## src/rtl/vga_timing_gen_if.sv

```systemverilog
// Pixel-side bundle of the VGA timing generator: colour/mode inputs, coordinates, syncs and colour outputs.
// slave = the generator, master = the pixel source / display consumer.
interface vga_timing_gen_if #(
    parameter int COLOR_W = 4,
    parameter int X_W     = 10,
    parameter int Y_W     = 10
);
    logic [3*COLOR_W-1:0] rgb_in;
    logic [1:0]           mode;
    logic [X_W-1:0]       x;
    logic [Y_W-1:0]       y;
    logic                 pix_en;
    logic                 hs;
    logic                 vs;
    logic [COLOR_W-1:0]   r;
    logic [COLOR_W-1:0]   g;
    logic [COLOR_W-1:0]   b;
    logic                 de;
    logic                 frame_start;
    logic                 line_start;

    modport slave (
        input  rgb_in, mode,
        output x, y, pix_en, hs, vs, r, g, b, de, frame_start, line_start
    );

    modport master (
        output rgb_in, mode,
        input  x, y, pix_en, hs, vs, r, g, b, de, frame_start, line_start
    );
endinterface

```

## src/rtl/vga_timing_gen.sv

```systemverilog
// VGA raster timing generator: pixel-rate divider, x/y counters, registered syncs/DE/colour/start pulses.
// Macro VGA_TEST_PATTERN_EN adds colour bars (mode 2) and a 32x32 checkerboard (mode 3).
module vga_timing_gen #(
    parameter int H_ACTIVE = 640,
    parameter int H_FP     = 16,
    parameter int H_SYNC   = 96,
    parameter int H_BP     = 48,
    parameter int V_ACTIVE = 480,
    parameter int V_FP     = 10,
    parameter int V_SYNC   = 2,
    parameter int V_BP     = 33,
    parameter int CLK_DIV  = 4,
    parameter int COLOR_W  = 4,
    parameter bit HS_POL   = 1'b0,
    parameter bit VS_POL   = 1'b0
) (
    input  logic            clk,
    input  logic            rst,
    vga_timing_gen_if.slave bus
);
    localparam int H_TOT = H_ACTIVE + H_FP + H_SYNC + H_BP;
    localparam int V_TOT = V_ACTIVE + V_FP + V_SYNC + V_BP;
    localparam int XW    = $clog2(H_TOT);
    localparam int YW    = $clog2(V_TOT);
    // One extra bit so a sync end equal to the total cannot alias to zero.
    localparam int XC    = XW + 1;
    localparam int YC    = YW + 1;
    localparam int DIV_W = (CLK_DIV > 1) ? $clog2(CLK_DIV) : 1;

    localparam logic [DIV_W-1:0] DIV_LAST = DIV_W'(CLK_DIV - 1);
    localparam logic [XW-1:0]    X_LAST   = XW'(H_TOT - 1);
    localparam logic [YW-1:0]    Y_LAST   = YW'(V_TOT - 1);
    localparam logic [XC-1:0]    H_ACT_C  = XC'(H_ACTIVE);
    localparam logic [XC-1:0]    HS_BEG_C = XC'(H_ACTIVE + H_FP);
    localparam logic [XC-1:0]    HS_END_C = XC'(H_ACTIVE + H_FP + H_SYNC);
    localparam logic [YC-1:0]    V_ACT_C  = YC'(V_ACTIVE);
    localparam logic [YC-1:0]    VS_BEG_C = YC'(V_ACTIVE + V_FP);
    localparam logic [YC-1:0]    VS_END_C = YC'(V_ACTIVE + V_FP + V_SYNC);

    logic [DIV_W-1:0]   div_q, div_d;
    logic [XW-1:0]      x_q, x_d;
    logic [YW-1:0]      y_q, y_d;
    logic               hs_q, hs_d, vs_q, vs_d, de_q, de_d, fs_q, fs_d, ls_q, ls_d;
    logic [COLOR_W-1:0] r_q, r_d, g_q, g_d, b_q, b_d;
    logic               pix_en;
    logic [XC-1:0]      xe;
    logic [YC-1:0]      ye;

    assign pix_en = (div_q == DIV_LAST);
    assign xe     = {1'b0, x_q};
    assign ye     = {1'b0, y_q};

`ifdef VGA_TEST_PATTERN_EN
    localparam int            BAR_W = (H_ACTIVE >= 8) ? H_ACTIVE / 8 : 1;
    localparam logic [XW-1:0] BAR_C = XW'(BAR_W);
    logic [2:0] bar_idx;
    logic       chk;
    assign bar_idx = 3'(x_q / BAR_C);
    assign chk     = 1'((32'(x_q) >> 5) ^ (32'(y_q) >> 5));
`endif

    always_comb begin
        div_d = pix_en ? '0 : div_q + 1'b1;
        x_d   = x_q;
        y_d   = y_q;
        if (pix_en) begin
            if (x_q == X_LAST) begin
                x_d = '0;
                y_d = (y_q == Y_LAST) ? '0 : y_q + 1'b1;
            end else begin
                x_d = x_q + 1'b1;
            end
        end
    end

    // Everything below is computed from the current x/y and captured on pix_en.
    always_comb begin
        de_d = (xe < H_ACT_C) && (ye < V_ACT_C);
        hs_d = ((xe >= HS_BEG_C) && (xe < HS_END_C)) ? HS_POL : ~HS_POL;
        vs_d = ((ye >= VS_BEG_C) && (ye < VS_END_C)) ? VS_POL : ~VS_POL;
        fs_d = (x_q == '0) && (y_q == '0);
        ls_d = (x_q == '0);
        {r_d, g_d, b_d} = bus.rgb_in;
        case (bus.mode)
            2'd1: {r_d, g_d, b_d} = '1;
`ifdef VGA_TEST_PATTERN_EN
            2'd2: begin
                r_d = {COLOR_W{bar_idx[2]}};
                g_d = {COLOR_W{bar_idx[1]}};
                b_d = {COLOR_W{bar_idx[0]}};
            end
            2'd3: {r_d, g_d, b_d} = {3*COLOR_W{chk}};
`endif
            default: ;
        endcase
        if (!de_d) {r_d, g_d, b_d} = '0;
    end

    always_ff @(posedge clk or posedge rst) begin
        if (rst) begin
            div_q <= '0;
            x_q   <= '0;
            y_q   <= '0;
            hs_q  <= ~HS_POL;
            vs_q  <= ~VS_POL;
            de_q  <= 1'b0;
            fs_q  <= 1'b0;
            ls_q  <= 1'b0;
            r_q   <= '0;
            g_q   <= '0;
            b_q   <= '0;
        end else begin
            div_q <= div_d;
            x_q   <= x_d;
            y_q   <= y_d;
            if (pix_en) begin
                hs_q <= hs_d;
                vs_q <= vs_d;
                de_q <= de_d;
                fs_q <= fs_d;
                ls_q <= ls_d;
                r_q  <= r_d;
                g_q  <= g_d;
                b_q  <= b_d;
            end
        end
    end

    assign bus.x           = x_q;
    assign bus.y           = y_q;
    assign bus.pix_en      = pix_en;
    assign bus.hs          = hs_q;
    assign bus.vs          = vs_q;
    assign bus.de          = de_q;
    assign bus.frame_start = fs_q;
    assign bus.line_start  = ls_q;
    assign bus.r           = r_q;
    assign bus.g           = g_q;
    assign bus.b           = b_q;
endmodule
```

## src/flat_wrapper.sv

```systemverilog
// flat-port wrapper written by rule: the top's interface ports become plain ports
module vga_timing_gen_flat 
#(
    parameter int H_ACTIVE = 640,
    parameter int H_FP     = 16,
    parameter int H_SYNC   = 96,
    parameter int H_BP     = 48,
    parameter int V_ACTIVE = 480,
    parameter int V_FP     = 10,
    parameter int V_SYNC   = 2,
    parameter int V_BP     = 33,
    parameter int CLK_DIV  = 4,
    parameter int COLOR_W  = 4,
    parameter bit HS_POL   = 1'b0,
    parameter bit VS_POL   = 1'b0
)
  (clk, rst, bus_rgb_in, bus_mode, bus_x, bus_y, bus_pix_en, bus_hs, bus_vs, bus_r, bus_g, bus_b, bus_de, bus_frame_start, bus_line_start);
  vga_timing_gen_if #(.COLOR_W(COLOR_W)) bus_i ();
  input  logic clk;
  input  logic rst;
  input wire logic [$bits(bus_i.rgb_in)-1:0] bus_rgb_in;
  input wire logic [$bits(bus_i.mode)-1:0] bus_mode;
  output wire logic [$bits(bus_i.x)-1:0] bus_x;
  output wire logic [$bits(bus_i.y)-1:0] bus_y;
  output wire logic [$bits(bus_i.pix_en)-1:0] bus_pix_en;
  output wire logic [$bits(bus_i.hs)-1:0] bus_hs;
  output wire logic [$bits(bus_i.vs)-1:0] bus_vs;
  output wire logic [$bits(bus_i.r)-1:0] bus_r;
  output wire logic [$bits(bus_i.g)-1:0] bus_g;
  output wire logic [$bits(bus_i.b)-1:0] bus_b;
  output wire logic [$bits(bus_i.de)-1:0] bus_de;
  output wire logic [$bits(bus_i.frame_start)-1:0] bus_frame_start;
  output wire logic [$bits(bus_i.line_start)-1:0] bus_line_start;
  assign bus_i.rgb_in = bus_rgb_in;
  assign bus_i.mode = bus_mode;
  assign bus_x = bus_i.x;
  assign bus_y = bus_i.y;
  assign bus_pix_en = bus_i.pix_en;
  assign bus_hs = bus_i.hs;
  assign bus_vs = bus_i.vs;
  assign bus_r = bus_i.r;
  assign bus_g = bus_i.g;
  assign bus_b = bus_i.b;
  assign bus_de = bus_i.de;
  assign bus_frame_start = bus_i.frame_start;
  assign bus_line_start = bus_i.line_start;
  vga_timing_gen #(.H_ACTIVE(H_ACTIVE), .H_FP(H_FP), .H_SYNC(H_SYNC), .H_BP(H_BP), .V_ACTIVE(V_ACTIVE), .V_FP(V_FP), .V_SYNC(V_SYNC), .V_BP(V_BP), .CLK_DIV(CLK_DIV), .COLOR_W(COLOR_W), .HS_POL(HS_POL), .VS_POL(VS_POL)) u_core (.clk(clk), .rst(rst), .bus(bus_i));
endmodule
```

## config.mk

```make
export PLATFORM = sky130hd
export DESIGN_NAME = vga_timing_gen_flat
export DESIGN_NICKNAME = d
export VERILOG_FILES = /design/src/rtl/vga_timing_gen_if.sv /design/src/rtl/vga_timing_gen.sv /design/src/flat_wrapper.sv
export SDC_FILE = /design/constraint.sdc
export NUM_CORES = 1
export LEC_CHECK = 0
export CORE_MARGIN = 1.5
export CORE_UTILIZATION = 48
export DETAILED_ROUTE_END_ITERATION = 7
export PLACE_DENSITY = 0.87
export RECOVER_POWER = 25
export SKIP_CTS_REPAIR_TIMING = 1
export SLEW_MARGIN = 20
export SYNTH_ARGS = -nofsm -noshare
export SYNTH_HDL_FRONTEND = slang
export SYNTH_SLANG_ARGS = --single-unit
```

## constraint.sdc

```tcl
create_clock -name clk -period 4.14 [get_ports clk]
set_clock_uncertainty 0.2 [all_clocks]
set_input_delay 1.242 -clock clk [delete_from_list [all_inputs] [get_ports clk]]
set_output_delay 1.242 -clock clk [all_outputs]
set_load 0.02 [all_outputs]
```

### Word level (Yosys, flattened, before mapping)

Cells that the tools add are included.

* mux-type cells: 11
* $add $sub $neg: 3
* $lt $le $gt $ge: 6
* equality and inequality tests: 4
* reductions and logical operators: 7

Operators by type and width (number)
* 4-bit two-way mux: 6
* 10-bit by 1-bit adder with 10-bit output, second input constant: 2
* 10-bit equality test, second input constant: 2
* 10-bit logical NOT: 2
* 10-bit < comparator, second input constant: 2
* 10-bit by 9-bit < comparator with 1-bit output, second input constant: 2
* 10-bit two-way mux: 2
* 10-bit greater-or-equal comparator, second input constant: 1
* 10-bit by 9-bit greater-or-equal comparator with 1-bit output, second input constant: 1
* 1-bit logical AND: 4
* 2-bit by 1-bit adder with 2-bit output, second input constant: 1
* 2-bit by 1-bit equality test with 1-bit output, second input constant: 1
* 2-bit equality test, second input constant: 1
* 1-bit two-way mux: 2
* 2-bit two-way mux: 1
* 2-bit AND reduction: 1

* output and inout port bits: 38
* logic and storage cells: 42
* register bits after elaboration: 39
* input port bits: 16

### Logic depth before layout (Yosys ltp)

* depth after elaboration: 3
* depth in mapped cells: 7

### Worst setup path after synthesis

OpenSTA, ideal clock, no wires.

* path kind: register to register
* start: register u_core.div_q[0]
* end: register u_core.y_q[3] (netlist: u_core.bus.y[3])
* arrival: 1831 ps
* period minus slack after synthesis: 2155 ps
* setup time: 124 ps
* slack: 1985 ps
* stages on the path, launching flop included: 6
* path through: dfrtp_1 ha_1 buf_2 nand4_4 or4b_4 a211o_1

* longest elaborated chain between the ends: 2

Ends and longest elaborated chain
* from (decl): RTL line vga_timing_gen.sv:40 `logic [DIV_W-1:0] div_q, div_d;`
* from (signal assigned): RTL line vga_timing_gen.sv:113 `div_q <= div_d;`
* 2-bit equality test: RTL line vga_timing_gen.sv:49 `assign pix_en = (div_q == DIV_LAST);`
* net bus_pix_en: RTL line flat_wrapper.sv:25 `output wire logic [$bits(bus_i.pix_en)-1:0] bus_pix_en;`
* 2-bit AND reduction (no source line)
* to (signal assigned): RTL line vga_timing_gen.sv:115 `y_q <= y_d;`
* to (decl): RTL line vga_timing_gen.sv:42 `logic [YW-1:0] y_q, y_d;`

The timed path passes the listed nets, and every way through them passes these cells.
A chain may end at the register's enable or synchronous reset.

### Worst setup path in the final report

* start: register u_core.y_q[3] (netlist: u_core.bus.y[3])
* end: output bus_y[3]

RTL lines
* to (decl): RTL line flat_wrapper.sv:24 `output wire logic [$bits(bus_i.y)-1:0] bus_y;`

No word-level cell between the ends.

==> flow_results.xml <==
<?xml version="1.0" encoding="UTF-8"?>
<metrics>
  <group name="clock_network">
    <metric name="clkTransAtPathRegs" unit="ns">0.07</metric>
    <metric name="maximum_root_to_sink_buffer_count" unit="">2</metric>
    <metric name="clock_tree_from_tritoncts" unit="">yes</metric>
    <metric name="ctsHtreeMaxLevel" unit="">2</metric>
    <metric name="cts.root.buffer_cell" unit="">clkbuf_8</metric>
    <metric name="cts_inserted_buffers" unit="">5</metric>
    <metric name="worstSkewPairLatency" unit="ns">0.29</metric>
    <metric name="clock_sink_count" unit="">39</metric>
  </group>
  <group name="worst_setup_path">
    <metric name="critPathMaxStageDelay" unit="ns">0.67</metric>
    <metric name="worstPathMaxFanout" unit="">10</metric>
    <metric name="critical_path_required" unit="ns">2.70</metric>
    <metric name="cell_by_cell_listing_of_the_critical_path" unit="">clkdlybuf4s50_1</metric>
    <metric name="kind_of_cell_adding_the_most_delay_to_the_critical_path" unit="">buffers and inverters</metric>
    <metric name="cp-end-kind" unit="">primary output</metric>
    <metric name="worst_setup_path_start_kind" unit="">register</metric>
    <metric name="crit_path_top_delay_cell" unit="">clkdlybuf4s50_1</metric>
    <metric name="worstPathArrival" unit="ns">1.45</metric>
    <metric name="cp_class" unit="">register to primary output</metric>
    <metric name="critical_path.n_buffers_inverters" unit="">1</metric>
  </group>
  <group name="detailed_routing">
    <metric name="ant_nets" unit="">0</metric>
    <metric name="detail_route.vias_per_cell" unit="">5.41</metric>
    <metric name="post_drt_wl_per_cell" unit="um">14.5</metric>
    <metric name="detailroute.via_count" unit="">1585</metric>
    <metric name="drc" unit="">0</metric>
    <metric name="drt-total-wl" unit="um">4240</metric>
    <metric name="detailedRoute.firstPassIterationCount" unit="">4</metric>
    <metric name="detailedRoute.firstIterationViolations" unit="">101</metric>
  </group>
  <group name="logic_synthesis">
    <metric name="synth-seq-area-share" unit="">0.521</metric>
    <metric name="mappedNetlistArea" unit="um^2">1880</metric>
    <metric name="syn_area_per_cell" unit="um^2">9.88</metric>
    <metric name="synth_nets" unit="">211</metric>
    <metric name="number_of_enable_flip_flop_cells_after_synthesis" unit="">0</metric>
    <metric name="post-synth-top-count-cell" unit="">dfrtp_1</metric>
    <metric name="synth_top_cell_by_area" unit="">dfrtp_1</metric>
    <metric name="synth_common_cells" unit="">dfrtp_1 (37), inv_1 (25), nor2_1 (21)</metric>
    <metric name="ys_seq_elements" unit="">39</metric>
    <metric name="syn_inst" unit="">190</metric>
    <metric name="post_synth_num_cell_types" unit="">34</metric>
    <metric name="synth.yosys.warnings" unit="">0</metric>
    <metric name="synth-async-reset-ratio" unit="">1.00</metric>
    <metric name="yosys_most_used_dff" unit="">dfrtp_1</metric>
    <metric name="netlist.area_leader.share" unit="">0.493</metric>
    <metric name="ys_top_cells_by_area" unit="">dfrtp_1 (49%), inv_1 (5.0%), o22ai_1 (4.3%), nor2_1 (4.2%), xnor2_1 (4.2%)</metric>
  </group>
  <group name="final_layout">
    <metric name="final_nets" unit="">265</metric>
    <metric name="n_fill_cell" unit="">280</metric>
    <metric name="layout-drive-gt1-share" unit="">0.0531</metric>
    <metric name="num_antenna_cells" unit="">0</metric>
    <metric name="finalNonFillerCells" unit="">293</metric>
    <metric name="area_added_between_synthesis_and_finish" unit="%">33.9</metric>
  </group>
  <group name="placed_design">
    <metric name="placer_s_final_routability_congestion_estimate" unit="">0.847</metric>
    <metric name="detailed_place_hpwl" unit="um">3030</metric>
    <metric name="place.detailed.instances" unit="">285</metric>
    <metric name="port-buffer-count" unit="">53</metric>
  </group>
  <group name="job">
    <metric name="drv.max_cap_violation_count" unit="">0</metric>
  </group>
  <group name="floorplan">
    <metric name="die_width" unit="um">65.6</metric>
    <metric name="placementRows" unit="">22</metric>
    <metric name="initial_core_util" unit="">0.505</metric>
    <metric name="core" unit="um^2">3720</metric>
    <metric name="design.die.area" unit="um^2">4300</metric>
    <metric name="vertical_die_dimension" unit="um">65.6</metric>
    <metric name="ioPinCount" unit="">54</metric>
  </group>
  <group name="pwr">
    <metric name="p_per_area" unit="nW/um^2">278</metric>
    <metric name="ir_drop" unit="V">0.000109</metric>
    <metric name="power" unit="mW">0.698</metric>
    <metric name="static-leakage-power" unit="nW">1.10</metric>
  </group>
  <group name="timing">
    <metric name="fin_setup_tns" unit="ns">0</metric>
    <metric name="max_freq" unit="GHz">0.346</metric>
    <metric name="count_of_final_max_slew_check_failures" unit="">0</metric>
    <metric name="grt_setup_unrepaired" unit="">no</metric>
    <metric name="finalHoldViolCount" unit="">0</metric>
    <metric name="final-setup-viol-count" unit="">0</metric>
    <metric name="whs" unit="ns">0.254</metric>
    <metric name="worst_pin_slew" unit="ns">1.04</metric>
    <metric name="finalWorstPathRequiredPeriod" unit="ns">2.89</metric>
    <metric name="finalCritPeriodShare" unit="">0.699</metric>
    <metric name="max_slew_margin" unit="">0.304</metric>
  </group>
  <group name="global_route">
    <metric name="maximum_number_of_pins_on_one_net_before_global_route_repair" unit="">29</metric>
    <metric name="global_route.overflow_total" unit="">0</metric>
    <metric name="groute.usage.overall" unit="">0.215</metric>
    <metric name="grt_pass1_vias" unit="">1515</metric>
    <metric name="number_of_antenna_violations_at_the_first_check_in_global_routing" unit="">0</metric>
    <metric name="grt_first_pass_wirelength" unit="um">7070</metric>
  </group>
  <group name="run_status">
    <metric name="status" unit="">finished, final reports clean</metric>
  </group>
  <group name="min_path">
    <metric name="worstHoldPathType" unit="">register to register</metric>
  </group>
</metrics>
## per-stage QoR
stage	setup WS [ns]	util	instance area [um^2]
3_3_place_gp	1.30	0.660	2450
3_5_place_dp	1.21	0.660	2450
2_1_floorplan	1.81	-	1880
5_1_grt	1.09	0.677	2510
4_1_cts	1.24	0.682	2530
6_report	1.25	0.677	2510
## per-layer routing
metal / global-route usage / routed length, um / up-vias
met4: 0.0781 / 59 / 0
met1: 0.275 / 1920 / 760
met2: 0.357 / 2000 / 55
met3: 0.0497 / 260 / 7
li1: - / - / 763
met5: 0 / 0 / -
## power by group
group | switching, mW | leakage [nW] | internal, mW
registers | 0.00411 | 0.483 | 0.388
logic | 0.0298 | 0.572 | 0.0324
clock network | 0.125 | 0.0422 | 0.118
## path summary, 6_finish.rpt
path                            slack, ns                        start  depth (start not counted)                     endpoint
worst max-delay path                 1.25  u_core.bus.y[3]$_DFFE_PP0P_                          1                     bus_y[3]
worst min-delay path                 0.25    u_core.div_q[0]$_DFF_PP0_                          1    u_core.div_q[0]$_DFF_PP0_
worst max register to register       1.33    u_core.div_q[0]$_DFF_PP0_                          6  u_core.bus.y[6]$_DFFE_PP0P_
worst min register to register       0.25    u_core.div_q[0]$_DFF_PP0_                          1    u_core.div_q[0]$_DFF_PP0_
max in group asynchronous            1.63                          rst                          3  u_core.bus.y[3]$_DFFE_PP0P_
min in group asynchronous            1.42                          rst                          2  u_core.bus.b[1]$_DFFE_PP0P_
## state kept, by name, summed over array words and instances (netlist names)
name	count
u_core.bus.r	4
u_core.bus.line_start	1
u_core.bus.hs	1
u_core.div_q	2
u_core.bus.de	1
u_core.bus.frame_start	1
u_core.bus.y	10
u_core.bus.vs	1
u_core.bus.g	4
u_core.bus.x	10
u_core.bus.b	4
## cells in the final DEF, fill, tap and decap left out, types with 3 or more instances in the layout
cell type / Yosys / routed
o22ai_1: 13 / 13
o21ai_0: 7 / 7
nand3_1: 10 / 10
buf_4: 1 / 3
dfrtp_1: 37 / 37
nor2_1: 21 / 21
mux2i_1: 4 / 4
nor3_1: 3 / 3
nand4_1: 5 / 6
nand4b_1: 3 / 3
inv_1: 25 / 25
and3_1: 5 / 5
ha_1: 5 / 5
clkbuf_8: 0 / 5
clkdlybuf4s50_1: 0 / 52
nand2_1: 6 / 6
a21oi_1: 4 / 4
nor4_1: 4 / 4
xnor2_1: 9 / 9
## area by class of cell
cell class | count | area [um^2] | area share
Sequential cell | 39 | 978 | 0.389
Multi-Input combinational cell | 117 | 748 | 0.298
Timing Repair Buffer | 56 | 553 | 0.220
Inverter | 25 | 93.8 | 0.0373
Clock buffer | 7 | 76.3 | 0.0303
Tap cell | 48 | 60.1 | 0.0239
Clock inverter | 1 | 5.00 | 0.00199
## logic make-up after synthesis
group | count (synthesis) | share of synthesized area
flops | 39 | 0.521
mux | 4 | 0.0213
simple gates | 70 | 0.217
fa+ha+maj | 5 | 0.0333
xor+xnor | 11 | 0.0513
compound gates | 27 | 0.0859
buf+inv | 34 | 0.0706
Power figures use the tool's default switching activity.
